### src/rtl/game_pkg.sv
// Constants and types shared by the player input stage, the physics engine
// and the sprite renderer.
package game_pkg;

    localparam int STATE_W    = 3;
    localparam int SPRITE_Y_W = 7;

    localparam logic [SPRITE_Y_W-1:0] FLOOR_Y = 7'd48;

    typedef enum logic [STATE_W-1:0] {
        ST_IDLE     = 3'd0,
        ST_PUNCH    = 3'd1,
        ST_KICK     = 3'd2,
        ST_COOLDOWN = 3'd3,
        ST_HITSTUN  = 3'd4
    } action_state_e;

    function automatic int max4(input int a, input int b, input int c, input int d);
        int m;
        m = a;
        if (b > m) m = b;
        if (c > m) m = c;
        if (d > m) m = d;
        return m;
    endfunction

endpackage

### src/rtl/player_action_ctrl_if.sv
// Per-player bundle between the buttons/hit detection and the physics engine.
// The master side drives buttons, tick, sprite_y and hit_taken.
interface player_action_ctrl_if;
    import game_pkg::*;

    logic                  tick;
    logic                  btn_left;
    logic                  btn_right;
    logic                  btn_up;
    logic                  btn_punch;
    logic                  btn_kick;
    logic [SPRITE_Y_W-1:0] sprite_y;
    logic                  hit_taken;

    logic                  moving_left;
    logic                  moving_right;
    logic                  is_jumping;
    logic                  punch_active;
    logic                  kick_active;
    logic                  stunned;
    logic [STATE_W-1:0]    action_state;

    modport master (
        output tick, btn_left, btn_right, btn_up, btn_punch, btn_kick, sprite_y, hit_taken,
        input  moving_left, moving_right, is_jumping, punch_active, kick_active, stunned,
               action_state
    );

    modport slave (
        input  tick, btn_left, btn_right, btn_up, btn_punch, btn_kick, sprite_y, hit_taken,
        output moving_left, moving_right, is_jumping, punch_active, kick_active, stunned,
               action_state
    );

endinterface

### src/rtl/button_debounce.sv
// One push-button: 2-FF synchronizer, tick-rate debounce counter, stable level.
// level_next/rise show the value the stable level takes on this tick.
module button_debounce #(
    parameter int DEBOUNCE_TICKS = 2
) (
    input  logic clk,
    input  logic reset,
    input  logic tick,
    input  logic btn_raw,
    output logic level_next,
    output logic rise
);

    localparam int CNT_W = (DEBOUNCE_TICKS < 2) ? 1 : $clog2(DEBOUNCE_TICKS + 1);

    logic             sync1_q, sync1_d;
    logic             sync2_q, sync2_d;
    logic             stable_q, stable_d;
    logic [CNT_W-1:0] cnt_q, cnt_d;

    always_comb begin
        sync1_d  = btn_raw;
        sync2_d  = sync1_q;
        stable_d = stable_q;
        cnt_d    = cnt_q;
        if (tick) begin
            if (sync2_q == stable_q) begin
                cnt_d = '0;
            end else if (cnt_q + 1'b1 == CNT_W'(DEBOUNCE_TICKS)) begin
                stable_d = sync2_q;
                cnt_d    = '0;
            end else begin
                cnt_d = cnt_q + 1'b1;
            end
        end
    end

    // stable_q still holds the previous tick's level while tick is high
    assign level_next = stable_d;
    assign rise       = tick & stable_d & ~stable_q;

    always_ff @(posedge clk) begin
        if (reset) begin
            sync1_q  <= 1'b0;
            sync2_q  <= 1'b0;
            stable_q <= 1'b0;
            cnt_q    <= '0;
        end else begin
            sync1_q  <= sync1_d;
            sync2_q  <= sync2_d;
            stable_q <= stable_d;
            cnt_q    <= cnt_d;
        end
    end

endmodule

### src/rtl/player_action_ctrl.sv
// Per-player input stage: debounced movement/jump requests plus an
// attack/hitstun state machine, all advancing only on the game tick.
module player_action_ctrl #(
    parameter int         DEBOUNCE_TICKS = 2,
    parameter int         PUNCH_TICKS    = 4,
    parameter int         KICK_TICKS     = 6,
    parameter int         COOLDOWN_TICKS = 3,
    parameter int         HITSTUN_TICKS  = 8,
    parameter logic [6:0] FLOOR_Y        = game_pkg::FLOOR_Y
) (
    input  logic                 clk,
    input  logic                 reset,
    player_action_ctrl_if.slave  bus
);
    import game_pkg::*;

    localparam int MAX_TICKS = max4(PUNCH_TICKS, KICK_TICKS, COOLDOWN_TICKS, HITSTUN_TICKS);
    localparam int CNT_W     = $clog2(MAX_TICKS + 1);

    logic left_lvl, left_rise;
    logic right_lvl, right_rise;
    logic up_lvl, up_rise;
    logic punch_lvl, punch_rise;
    logic kick_lvl, kick_rise;

    button_debounce #(.DEBOUNCE_TICKS(DEBOUNCE_TICKS)) u_db_left (
        .clk(clk), .reset(reset), .tick(bus.tick), .btn_raw(bus.btn_left),
        .level_next(left_lvl), .rise(left_rise)
    );
    button_debounce #(.DEBOUNCE_TICKS(DEBOUNCE_TICKS)) u_db_right (
        .clk(clk), .reset(reset), .tick(bus.tick), .btn_raw(bus.btn_right),
        .level_next(right_lvl), .rise(right_rise)
    );
    button_debounce #(.DEBOUNCE_TICKS(DEBOUNCE_TICKS)) u_db_up (
        .clk(clk), .reset(reset), .tick(bus.tick), .btn_raw(bus.btn_up),
        .level_next(up_lvl), .rise(up_rise)
    );
    button_debounce #(.DEBOUNCE_TICKS(DEBOUNCE_TICKS)) u_db_punch (
        .clk(clk), .reset(reset), .tick(bus.tick), .btn_raw(bus.btn_punch),
        .level_next(punch_lvl), .rise(punch_rise)
    );
    button_debounce #(.DEBOUNCE_TICKS(DEBOUNCE_TICKS)) u_db_kick (
        .clk(clk), .reset(reset), .tick(bus.tick), .btn_raw(bus.btn_kick),
        .level_next(kick_lvl), .rise(kick_rise)
    );

    action_state_e    state_q, state_d;
    logic [CNT_W-1:0] cnt_q, cnt_d;
    logic             hit_pending_q, hit_pending_d;
    logic             moving_left_q, moving_left_d;
    logic             moving_right_q, moving_right_d;
    logic             is_jumping_q, is_jumping_d;
    logic             punch_active_q, punch_active_d;
    logic             kick_active_q, kick_active_d;
    logic             stunned_q, stunned_d;

    logic hit_now;
    logic grounded;
    logic free_move;

    // A hit arriving on the tick clk itself is consumed by that tick
    assign hit_now  = hit_pending_q | bus.hit_taken;
    assign grounded = (bus.sprite_y == FLOOR_Y);

    always_comb begin
        state_d        = state_q;
        cnt_d          = cnt_q;
        hit_pending_d  = hit_pending_q | bus.hit_taken;
        moving_left_d  = moving_left_q;
        moving_right_d = moving_right_q;
        is_jumping_d   = is_jumping_q;
        punch_active_d = punch_active_q;
        kick_active_d  = kick_active_q;
        stunned_d      = stunned_q;
        free_move      = 1'b0;

        if (bus.tick) begin
            hit_pending_d = 1'b0;
            case (state_q)
                ST_IDLE, ST_COOLDOWN: begin
                    if (hit_now) begin
                        state_d = ST_HITSTUN;
                        cnt_d   = CNT_W'(HITSTUN_TICKS);
                    end else if (state_q == ST_IDLE && punch_rise) begin
                        state_d = ST_PUNCH;
                        cnt_d   = CNT_W'(PUNCH_TICKS);
                    end else if (state_q == ST_IDLE && kick_rise) begin
                        state_d = ST_KICK;
                        cnt_d   = CNT_W'(KICK_TICKS);
                    end else if (state_q == ST_COOLDOWN) begin
                        if (cnt_q == CNT_W'(1)) begin
                            state_d = ST_IDLE;
                            cnt_d   = '0;
                        end else begin
                            cnt_d = cnt_q - 1'b1;
                        end
                    end
                end
                ST_PUNCH, ST_KICK: begin
                    if (hit_now) begin
                        state_d = ST_HITSTUN;
                        cnt_d   = CNT_W'(HITSTUN_TICKS);
                    end else if (cnt_q == CNT_W'(1)) begin
                        state_d = ST_COOLDOWN;
                        cnt_d   = CNT_W'(COOLDOWN_TICKS);
                    end else begin
                        cnt_d = cnt_q - 1'b1;
                    end
                end
                ST_HITSTUN: begin
                    if (hit_now) begin
                        cnt_d = CNT_W'(HITSTUN_TICKS);
                    end else if (cnt_q == CNT_W'(1)) begin
                        state_d = ST_IDLE;
                        cnt_d   = '0;
                    end else begin
                        cnt_d = cnt_q - 1'b1;
                    end
                end
                default: begin
                    state_d = ST_IDLE;
                    cnt_d   = '0;
                end
            endcase

            // Walking and jumping only exist in the states that allow them
            free_move      = (state_d == ST_IDLE) || (state_d == ST_COOLDOWN);
            moving_left_d  = free_move & left_lvl & ~right_lvl;
            moving_right_d = free_move & right_lvl & ~left_lvl;
            is_jumping_d   = free_move & up_rise & grounded;
            punch_active_d = (state_d == ST_PUNCH);
            kick_active_d  = (state_d == ST_KICK);
            stunned_d      = (state_d == ST_HITSTUN);
        end
    end

    always_ff @(posedge clk) begin
        if (reset) begin
            state_q        <= ST_IDLE;
            cnt_q          <= '0;
            hit_pending_q  <= 1'b0;
            moving_left_q  <= 1'b0;
            moving_right_q <= 1'b0;
            is_jumping_q   <= 1'b0;
            punch_active_q <= 1'b0;
            kick_active_q  <= 1'b0;
            stunned_q      <= 1'b0;
        end else begin
            state_q        <= state_d;
            cnt_q          <= cnt_d;
            hit_pending_q  <= hit_pending_d;
            moving_left_q  <= moving_left_d;
            moving_right_q <= moving_right_d;
            is_jumping_q   <= is_jumping_d;
            punch_active_q <= punch_active_d;
            kick_active_q  <= kick_active_d;
            stunned_q      <= stunned_d;
        end
    end

    assign bus.moving_left  = moving_left_q;
    assign bus.moving_right = moving_right_q;
    assign bus.is_jumping   = is_jumping_q;
    assign bus.punch_active = punch_active_q;
    assign bus.kick_active  = kick_active_q;
    assign bus.stunned      = stunned_q;
    assign bus.action_state = state_q;

endmodule

### src/flat_wrapper.sv
// flat-port wrapper written by rule: the top's interface ports become plain ports
module player_action_ctrl_flat import game_pkg::*;
#(
    parameter int         DEBOUNCE_TICKS = 2,
    parameter int         PUNCH_TICKS    = 4,
    parameter int         KICK_TICKS     = 6,
    parameter int         COOLDOWN_TICKS = 3,
    parameter int         HITSTUN_TICKS  = 8,
    parameter logic [6:0] FLOOR_Y        = game_pkg::FLOOR_Y
)
  (clk, reset, bus_tick, bus_btn_left, bus_btn_right, bus_btn_up, bus_btn_punch, bus_btn_kick, bus_sprite_y, bus_hit_taken, bus_moving_left, bus_moving_right, bus_is_jumping, bus_punch_active, bus_kick_active, bus_stunned, bus_action_state);
  player_action_ctrl_if bus_i ();
  input  logic clk;
  input  logic reset;
  input wire logic [$bits(bus_i.tick)-1:0] bus_tick;
  input wire logic [$bits(bus_i.btn_left)-1:0] bus_btn_left;
  input wire logic [$bits(bus_i.btn_right)-1:0] bus_btn_right;
  input wire logic [$bits(bus_i.btn_up)-1:0] bus_btn_up;
  input wire logic [$bits(bus_i.btn_punch)-1:0] bus_btn_punch;
  input wire logic [$bits(bus_i.btn_kick)-1:0] bus_btn_kick;
  input wire logic [$bits(bus_i.sprite_y)-1:0] bus_sprite_y;
  input wire logic [$bits(bus_i.hit_taken)-1:0] bus_hit_taken;
  output wire logic [$bits(bus_i.moving_left)-1:0] bus_moving_left;
  output wire logic [$bits(bus_i.moving_right)-1:0] bus_moving_right;
  output wire logic [$bits(bus_i.is_jumping)-1:0] bus_is_jumping;
  output wire logic [$bits(bus_i.punch_active)-1:0] bus_punch_active;
  output wire logic [$bits(bus_i.kick_active)-1:0] bus_kick_active;
  output wire logic [$bits(bus_i.stunned)-1:0] bus_stunned;
  output wire logic [$bits(bus_i.action_state)-1:0] bus_action_state;
  assign bus_i.tick = bus_tick;
  assign bus_i.btn_left = bus_btn_left;
  assign bus_i.btn_right = bus_btn_right;
  assign bus_i.btn_up = bus_btn_up;
  assign bus_i.btn_punch = bus_btn_punch;
  assign bus_i.btn_kick = bus_btn_kick;
  assign bus_i.sprite_y = bus_sprite_y;
  assign bus_i.hit_taken = bus_hit_taken;
  assign bus_moving_left = bus_i.moving_left;
  assign bus_moving_right = bus_i.moving_right;
  assign bus_is_jumping = bus_i.is_jumping;
  assign bus_punch_active = bus_i.punch_active;
  assign bus_kick_active = bus_i.kick_active;
  assign bus_stunned = bus_i.stunned;
  assign bus_action_state = bus_i.action_state;
  player_action_ctrl #(.DEBOUNCE_TICKS(DEBOUNCE_TICKS), .PUNCH_TICKS(PUNCH_TICKS), .KICK_TICKS(KICK_TICKS), .COOLDOWN_TICKS(COOLDOWN_TICKS), .HITSTUN_TICKS(HITSTUN_TICKS), .FLOOR_Y(FLOOR_Y)) u_core (.clk(clk), .reset(reset), .bus(bus_i));
endmodule
### config.mk
export PLATFORM = sky130hd
export DESIGN_NAME = player_action_ctrl_flat
export DESIGN_NICKNAME = d
export VERILOG_FILES = /design/src/rtl/game_pkg.sv /design/src/rtl/player_action_ctrl_if.sv /design/src/rtl/button_debounce.sv /design/src/rtl/player_action_ctrl.sv /design/src/flat_wrapper.sv
export SDC_FILE = /design/constraint.sdc
export NUM_CORES = 1
export LEC_CHECK = 0
export CORE_MARGIN = 10
export CORE_UTILIZATION = 51
export CTS_BUF_LIST = sky130_fd_sc_hd__clkbuf_8
export CTS_CLUSTER_DIAMETER = 60
export DETAILED_ROUTE_END_ITERATION = 12
export DONT_BUFFER_PORTS = 1
export GPL_ROUTABILITY_DRIVEN = 0
export GPL_TIMING_DRIVEN = 0
export PLACE_DENSITY = 0.73
export RECOVER_POWER = 100
export SLEW_MARGIN = 20
export SYNTH_ARGS = -nofsm -noshare
export SYNTH_HDL_FRONTEND = slang
export SYNTH_SLANG_ARGS = --single-unit
### constraint.sdc
create_clock -name clk -period 2 [get_ports clk]
set_input_delay 0.4 -clock clk [delete_from_list [all_inputs] [get_ports clk]]
set_output_delay 0.4 -clock clk [all_outputs]
set_load 0.05 [all_outputs]
==> results of run 1 <==
cells in the final DEF, fill, tap and decap left out, types with 3 or more instances in the layout:
| master | synthesis | layout |
|---|---|---|
| dfxtp_1 | 39 | 37 |
| nor2_1 | 22 | 22 |
| a21oi_1 | 12 | 12 |
| nand2_1 | 10 | 10 |
| nor2b_1 | 10 | 10 |
| nor3_1 | 9 | 9 |
| inv_1 | 7 | 7 |
| o21ai_0 | 7 | 7 |
| clkbuf_1 | 5 | 6 |
| mux2i_1 | 6 | 6 |
| xnor2_1 | 6 | 6 |
| nand2b_1 | 6 | 6 |
| nand3b_1 | 5 | 5 |
| and3b_1 | 5 | 5 |
| clkbuf_8 | 0 | 5 |
| buf_2 | 3 | 3 |
| a32o_1 | 3 | 3 |
final timing paths:
| check | start | endpoint | slack [ps] | cells past startpoint |
|---|---|---|---|---|
| setup / recovery | u_core.bus.action_state[2] | u_core.bus.moving_left | 100 | 6 |
| hold / removal | bus_btn_left | u_core.u_db_left.sync1_q | 240 | 1 |
| setup reg to reg | u_core.bus.action_state[2] | u_core.bus.moving_left | 100 | 6 |
| hold reg to reg | u_core.u_db_right.sync1_q | u_core.u_db_right.sync2_q | 450 | 1 |
registers in the layout, summed over array words and instances (netlist names), 2 cells and up:
register / cells
u_core.bus.action_state: 3
u_core.cnt_q: 4
u_core.u_db_kick.cnt_q: 2
u_core.u_db_left.cnt_q: 2
u_core.u_db_punch.cnt_q: 2
u_core.u_db_right.cnt_q: 2
u_core.u_db_up.cnt_q: 2
stage by stage:
step | instance area, sq um | total power [W] | cells | util, %
final | 1890 | 0.00146 | 246 | 56.7
after global placement | 1810 | 0.000955 | 238 | 54.4
after global routing | 1890 | 0.00153 | 246 | 56.7
after floorplan | 1760 | 0.000932 | 192 | -
after detailed placement | 1810 | 0.000959 | 238 | 54.4
after CTS | 1910 | 0.00149 | 246 | 57.1
Yosys cell counts (2+ instances only):
cell type / number / share of area, %
mux2i_1: 6 / 3.4
nor2b_1: 10 / 3.6
dfxtp_1: 39 / 44
xnor2_1: 6 / 3.0
clkbuf_1: 5 / 1.1
a211oi_1: 2 / 0.85
nand2_1: 10 / 2.1
o31ai_1: 2 / 0.85
a32o_1: 3 / 1.7
inv_1: 7 / 1.5
nand3b_1: 5 / 2.1
buf_2: 3 / 0.85
nor2_1: 22 / 4.7
nand2b_1: 6 / 2.1
a21oi_1: 12 / 3.4
a22o_1: 2 / 1.0
or2_2: 2 / 0.71
o21ai_0: 7 / 2.0
ha_1: 2 / 1.4
nor3_1: 9 / 2.6
nor4_1: 2 / 0.71
and3b_1: 5 / 2.5
kinds of logic (layout without fill, tap and decap cells):
kind of cell / after synthesis / after routing
adders and majority gates: 3 / 3
buffers and inverters: 17 / 25
AOI/OAI and AO/OA: 38 / 38
and+or+nand+nor: 82 / 82
xor gates and xnor gates: 7 / 7
muxes: 6 / 6
DFF: 39 / 39
power by group:
| part | switching (W) | total [W] | internal (W) | leakage, nW |
|---|---|---|---|---|
| Clock | 0.000283 | 0.000526 | 0.000242 | 0.0402 |
| Sequential | 0.0000266 | 0.000823 | 0.000796 | 0.319 |
| Combinational | 0.0000708 | 0.000116 | 0.0000456 | 0.372 |
layer usage:
| layer | GRT usage (%) | up-vias | share of wire (%) |
|---|---|---|---|
| met5 | 0 | - | 0 |
| met4 | 5.91 | 0 | 1.9 |
| met3 | 5.07 | 6 | 5.2 |
| met2 | 20.9 | 36 | 50 |
| met1 | 13.4 | 642 | 43 |
| li1 | - | 680 | - |
worst max-delay path: stages, from the launching register on:
cell	delay (ps)
dfxtp_1	640
buf_2	300
nor3_2	110
a211oi_1	270
nand2b_1	170
a31oi_2	60
a32o_1	260
area by class of cell:
cell class / count / area share (%)
Buffer: 10 / 2.58
Clock buffer: 5 / 3.64
Clock inverter: 3 / 1.06
Inverter: 7 / 1.39
Multi-Input combinational cell: 136 / 46.7
Sequential cell: 39 / 41.6
Tap cell: 46 / 3.04
==> impl_metrics.ini, run 1 <==
[status]
status = complete, no violations

[synthesis]
syn_avg_cell_area_sq_um = 9.15
synth_area_sq_um = 1760
async_flop_share_pct = 0
ys_seq_area_share_pct = 44.4
ys_ff_latch = 39
synth.distinct_cells = 47
syn_inst = 192
synth_top_family_by_area = simple AND/OR/NAND/NOR gates
synthAdderAreaFrac_pct = 1.99
synth_enable_flop_cells = 0
ys_warn_count = 0
synth_fp_nets = 210
synth_compound_area_share_pct = 15.0
synthSimpleGateAreaFrac_pct = 27.1
synthMuxAreaShare_pct = 3.42
synth_flop_cell = dfxtp_1
synth_xor_xnor_area_share_pct = 3.49

[routing]
remaining_drc_errors = 0
drtAntennaViolNets = 0
drt_iter0_markers = 121
firstDrtPassIters = 4
via_count = 1364
wl_microns = 3670
route.detailed.wl_per_inst_microns = 14.9
vias_per_cell = 5.54

[sta]
setup_viol = 0
final.setup_skew_ps = 9.02
rsz0062_at_grt = no
maxSlewViolCount = 0
hold_viol = 0
clock.fmax_mhz = 526
timing.hold.ws_ps = 235
slew_headroom_pct = 63.9
period_needed_ps = 1900
final.setup.tns_ps = 0
fin_ws_ps = 98.3
period_share_pct = 95.1
tightest_slew_ps = 540

[layout]
regArea_sq_um = 786
diodes = 0
fillers = 321
synthToLayoutAreaGrowth_pct = 7.62
multi_input_area_sq_um = 883
drive_gt1_share_pct = 11.5
nets = 217

[floorplan]
coreArea_sq_um = 3340
num_rows = 21
dieArea_sq_um = 6190
start_util_pct = 52.6
io_pins = 25
fp.dieW_microns = 78.7
die_y_microns = 78.7

[cts]
clk_pin_slew_worst_paths_ps = 80
cts_setup_buffers = 0
cts_hold_buf = 0
root_buffer = clkbuf_8
cts_max_level = 2
cts_tree = done
cts_buffers = 5
clk_path_buf_depth = 2
insertion_delay_ps = 300
numClockSinks = 39
post_cts_resized = 2

[grt]
grt_max_degree = 14
grt_pass1_wl_microns = 6200
antenna_found_initial = 0
grt_pass1_vias = 1383
grt_overflow_total = 0
grt_use_total_pct = 12.4

[worst_setup_path]
path_class = flop to flop
path_max_fanout = 9
end_kind = flop
cp.required_ps = 2190
startpoint_type = flop
crit_arrival_ps = 2090

[run]
max_cap_violations = 0

[placed_design]
pre_cts_ws_ps = 2.71
port_buffers = 0
dp_hpwl_microns = 2740

[power_and_ir_drop]
p_leak_nw = 0.731
p_per_area_nw_per_um2 = 775
ir_drop_v = 0.000531

[worst_hold_path]
hold_path.class = input port to flop
No activity file was read; power rests on OpenSTA's default activity.
==> inputs of run 2 (changes only) <==
--- a/config.mk
+++ b/config.mk
@@ -15,6 +15,7 @@
 export GPL_TIMING_DRIVEN = 0
 export PLACE_DENSITY = 0.73
 export RECOVER_POWER = 100
+export REMOVE_ABC_BUFFERS = 1
 export SLEW_MARGIN = 20
 export SYNTH_ARGS = -nofsm -noshare
 export SYNTH_HDL_FRONTEND = slang
==> run 2 against run 1 <==
  * Worst setup slack lost 4.9 ps
  * Final area shrank 1.6%
  * Worst hold slack lost 64 ps
  * Sequential cell count is the same
  * Largest power group unchanged
  * Highest routed layer unchanged
==> impl_metrics.ini, run 2 (same netlist as run 1, synthesis figures left out) <==
[worst_setup_path]
end_kind = flop
startpoint_type = flop
crit_family = adder cells
crit_slowest_cell = dfxtp_1
timing.critical_path.buf_inv = 2
path_class = flop to flop
worstPathCellList = inv_1 > ha_1 > nor3b_4 > buf_12 > maj3_1 > nand2b_1 > a311oi_1 > a211oi_1
cpPeakStageDelay_ps = 340
crit_arrival_ps = 2070
path_max_fanout = 11
cp.required_ps = 2160

[floorplan]
start_util_pct = 52.6
coreArea_sq_um = 3340
dieArea_sq_um = 6190
num_rows = 21
io_pins = 25
fp.dieW_microns = 78.7
die_y_microns = 78.7

[cts]
cts_max_level = 2
clk_pin_slew_worst_paths_ps = 80
numClockSinks = 39
cts_buffers = 5
clk_path_buf_depth = 2
insertion_delay_ps = 290
cts_tree = done
root_buffer = clkbuf_8
cts_hold_buf = 0

[sta]
hold_viol = 0
setup_viol = 0
period_needed_ps = 1910
maxSlewViolCount = 0
fin_ws_ps = 93.4
final.setup_skew_ps = 7.94
tightest_slew_ps = 806
rsz0062_at_grt = no
period_share_pct = 95.3
slew_headroom_pct = 46.2
clock.fmax_mhz = 524

[routing]
wl_microns = 3440
vias_per_cell = 5.53
drt_iter0_markers = 95
firstDrtPassIters = 4
via_count = 1311
remaining_drc_errors = 0
drtAntennaViolNets = 0
route.detailed.wl_per_inst_microns = 14.5

[layout]
design_area_sq_um = 1860
final_common_cell = dfxtp_1
synthToLayoutAreaGrowth_pct = 5.91
final_core_utilization_pct = 55.8
drive_gt1_share_pct = 8.90
largest_reg_flops = 4
top_register = u_core.cnt_q
layout_common_cells = dfxtp_1, nor2_1, a21oi_1
nets = 208
diodes = 0

[placed_design]
port_buffers = 0
dp_hpwl_microns = 2500
pre_cts_ws_ps = -95.0
place_area_sq_um = 1760

[grt]
grt_use_total_pct = 11.8
grt_overflow_total = 0
antenna_found_initial = 0
grt_max_degree = 39
grt_pass1_wl_microns = 5920
grt_pass1_vias = 1358

[power_and_ir_drop]
p_per_area_nw_per_um2 = 764
ir_drop_v = 0.000469
p_leak_nw = 0.714

[status]
status = complete, no violations

[worst_hold_path]
hold_path.class = input port to flop

[run]
max_cap_violations = 0
==> run 2: cell type report <==
| class | count | area (sq um) |
|---|---|---|
| fill | 322 | 1480 |
| multi-input combinational | 136 | 888 |
| sequential | 39 | 783 |
| clock buffer | 5 | 68.8 |
| tap | 46 | 57.6 |
| inverter | 7 | 26.3 |
| timing repair buffer | 1 | 20.0 |
| clock inverter | 3 | 16.3 |
==> run 2: repair_timing <==
action / in CTS / in global routing
resized for setup: 2 / 1
setup endpoints to repair: 8 / 7
setup buffers: 0 / 1
==> run 2: worst paths after layout <==
check	from	endpoint	slack, ps	depth (start not counted)
setup / recovery	u_core.cnt_q[1]	u_core.cnt_q[1]	90	8
hold / removal	reset	u_core.u_db_right.sync1_q	170	1
setup reg to reg	u_core.cnt_q[1]	u_core.cnt_q[1]	90	8
hold reg to reg	u_core.u_db_punch.sync1_q	u_core.u_db_punch.sync2_q	440	1
==> run 2: per-stage QoR <==
| step | cells | hold slack [ps] | total power (W) | setup TNS (ps) |
|---|---|---|---|---|
| 2_1_floorplan | 182 | 414 | 0.000915 | 0 |
| 3_3_place_gp | 228 | 418 | 0.000930 | 0 |
| 3_5_place_dp | 228 | 425 | 0.000934 | -331 |
| 4_1_cts | 236 | 165 | 0.00144 | 0 |
| 5_1_grt | 237 | 155 | 0.00149 | 0 |
| 6_report | 237 | 171 | 0.00142 | 0 |
==> run 2: layer usage <==
| metal | global-route usage (%) | routed length [microns] | part of all wire (%) |
|---|---|---|---|
| met4 | 5.38 | 51 | 1.5 |
| met2 | 20.5 | 1650 | 48 |
| met3 | 4.50 | 223 | 6.5 |
| met5 | 0 | 0 | 0 |
| met1 | 12.5 | 1520 | 44 |
==> run 2: worst reg2reg max path, delay by kind of cell (launching register included) <==
family / cells / cell delay, ps
flops: 1 / 340
simple gates: 2 / 300
buf+inv: 2 / 220
fa+ha+maj: 2 / 540
compound gates: 2 / 370
==> run 2: power by group <==
| group | internal, W | switching, W |
|---|---|---|
| Clock | 0.000238 | 0.000265 |
| Sequential | 0.000798 | 0.0000308 |
| Combinational | 0.0000437 | 0.0000469 |
==> inputs of run 3 (changes only) <==
--- a/config.mk
+++ b/config.mk
@@ -10,10 +10,9 @@
 export CTS_BUF_LIST = sky130_fd_sc_hd__clkbuf_8
 export CTS_CLUSTER_DIAMETER = 60
 export DETAILED_ROUTE_END_ITERATION = 12
-export DONT_BUFFER_PORTS = 1
 export GPL_ROUTABILITY_DRIVEN = 0
 export GPL_TIMING_DRIVEN = 0
-export PLACE_DENSITY = 0.73
+export PLACE_DENSITY = 0.82
 export RECOVER_POWER = 100
 export REMOVE_ABC_BUFFERS = 1
 export SLEW_MARGIN = 20
==> run 3 against run 2 <==
  * Critical path depth is 7 lower
  * Worst hold slack better by 270 ps
  * Sequential power is 1% lower
  * Clock-buffer cell count stayed put
  * Critical endpoint is now bus_is_jumping
==> impl_metrics.ini, run 3 (same netlist as run 1, synthesis figures left out) <==
[worst_setup_path]
crit_slowest_cell = dlygate4sd3_1
crit_arrival_ps = 1510
timing.critical_path.buf_inv = 1
worstPathCellList = dlygate4sd3_1
cpPeakStageDelay_ps = 870
crit_family = buffers and inverters
end_kind = primary output
path_class = flop to primary output
cp.required_ps = 1600
path_max_fanout = 2
startpoint_type = flop

[grt]
grt_pass1_wl_microns = 6290
grt_overflow_total = 0
antenna_found_initial = 0
grt_use_total_pct = 12.4
grt_max_degree = 39
grt_pass1_vias = 1443

[sta]
period_needed_ps = 1910
final.setup.tns_ps = 0
maxSlewViolCount = 0
setup_viol = 0
clock.fmax_mhz = 525
tightest_slew_ps = 625
hold_viol = 0
slew_headroom_pct = 58.3
period_share_pct = 95.3
final.setup_skew_ps = 8.55
rsz0062_at_grt = no

[cts]
clk_pin_slew_worst_paths_ps = 70
cts_hold_buf = 0
insertion_delay_ps = 290
clk_path_buf_depth = 2
cts_max_level = 2
cts_tree = done
root_buffer = clkbuf_8
numClockSinks = 39
cts_buffers = 5

[routing]
route.detailed.wl_per_inst_microns = 13.4
remaining_drc_errors = 0
wl_microns = 3500
vias_per_cell = 5.29
via_count = 1380
drtAntennaViolNets = 0
firstDrtPassIters = 4
drt_iter0_markers = 106

[power_and_ir_drop]
p_per_area_nw_per_um2 = 703
p_leak_nw = 0.828
ir_drop_v = 0.000493

[layout]
drive_gt1_share_pct = 9.30
top_register = u_core.cnt_q
nets = 232
layout_common_cells = dfxtp_1, nor2_1, clkdlybuf4s50_1
final_common_cell = dfxtp_1
final_core_utilization_pct = 62.7
synthToLayoutAreaGrowth_pct = 19.1
diodes = 0
largest_reg_flops = 4
design_area_sq_um = 2090

[worst_hold_path]
hold_path.class = flop to flop

[floorplan]
start_util_pct = 52.6
die_y_microns = 78.7
dieArea_sq_um = 6190
fp.dieW_microns = 78.7
num_rows = 21
coreArea_sq_um = 3340
io_pins = 25

[placed_design]
dp_hpwl_microns = 2440
place_area_sq_um = 2000
port_buffers = 24

[run]
max_cap_violations = 0

[status]
status = complete, no violations
-- run 3: cell types whose count changed in the layout (fill, tap and decap cells not counted), moves of 2 or more --
cell,change
dfxtp_2,-2
dfxtp_1,+2
dlygate4sd2_1,+3
dlygate4sd3_1,+4
clkdlybuf4s50_1,+15
-- run 3: worst paths after layout --
kind | slack [ps] | endpoint | startpoint | cells past startpoint
worst max-delay path | 90 | bus_is_jumping | u_core.bus.is_jumping | 1
worst min-delay path | 440 | u_core.u_db_punch.sync2_q | u_core.u_db_punch.sync1_q | 1
worst max register to register | 140 | u_core.cnt_q[1] | u_core.cnt_q[1] | 7
worst min register to register | 440 | u_core.u_db_punch.sync2_q | u_core.u_db_punch.sync1_q | 1
-- run 3: timing repair --
| action | 4_1_cts | 5_1_grt |
|---|---|---|
| setup buffers | 0 | 0 |
| gates cloned | 0 | 1 |
| setup endpoints to repair | 14 | 7 |
| gates resized for setup | 5 | 2 |
-- run 3: per-layer routing --
| metal | global-route usage, % | part of all wire [%] | wire length, microns |
|---|---|---|---|
| met1 | 13.7 | 45 | 1560 |
| met2 | 20.8 | 50 | 1760 |
| met3 | 4.28 | 3.5 | 123 |
| met4 | 5.91 | 1.6 | 57 |
| met5 | 0 | 0 | 0 |
-- run 3: power breakdown --
part / leakage (nW) / total, W / internal, W / switching (W)
logic: 0.465 / 0.000148 / 0.0000689 / 0.0000793
clock network: 0.0453 / 0.000504 / 0.000238 / 0.000265
registers: 0.318 / 0.000818 / 0.000798 / 0.0000206
-- run 3: per-stage QoR --
step | worst slack (ps) | power [W] | std cells | hold slack, ps
final | 93.9 | 0.00147 | 261 | 437
after global routing | 46.1 | 0.00154 | 261 | 463
after CTS | 51.9 | 0.00149 | 260 | 445
after detailed placement | -549 | 0.000983 | 252 | 428
after global placement | -576 | 0.000981 | 252 | 417
after floorplan | 209 | 0.000915 | 182 | 414
-- run 3: cell type report --
cell class                 instances  area [sq um]
inverter                           7          26.3
fill                             284          1240
clock inverter                     3          16.3
tap                               46          57.6
timing repair buffer              24           226
clock buffer                       5          68.8
sequential                        39           781
multi-input combinational        137           916
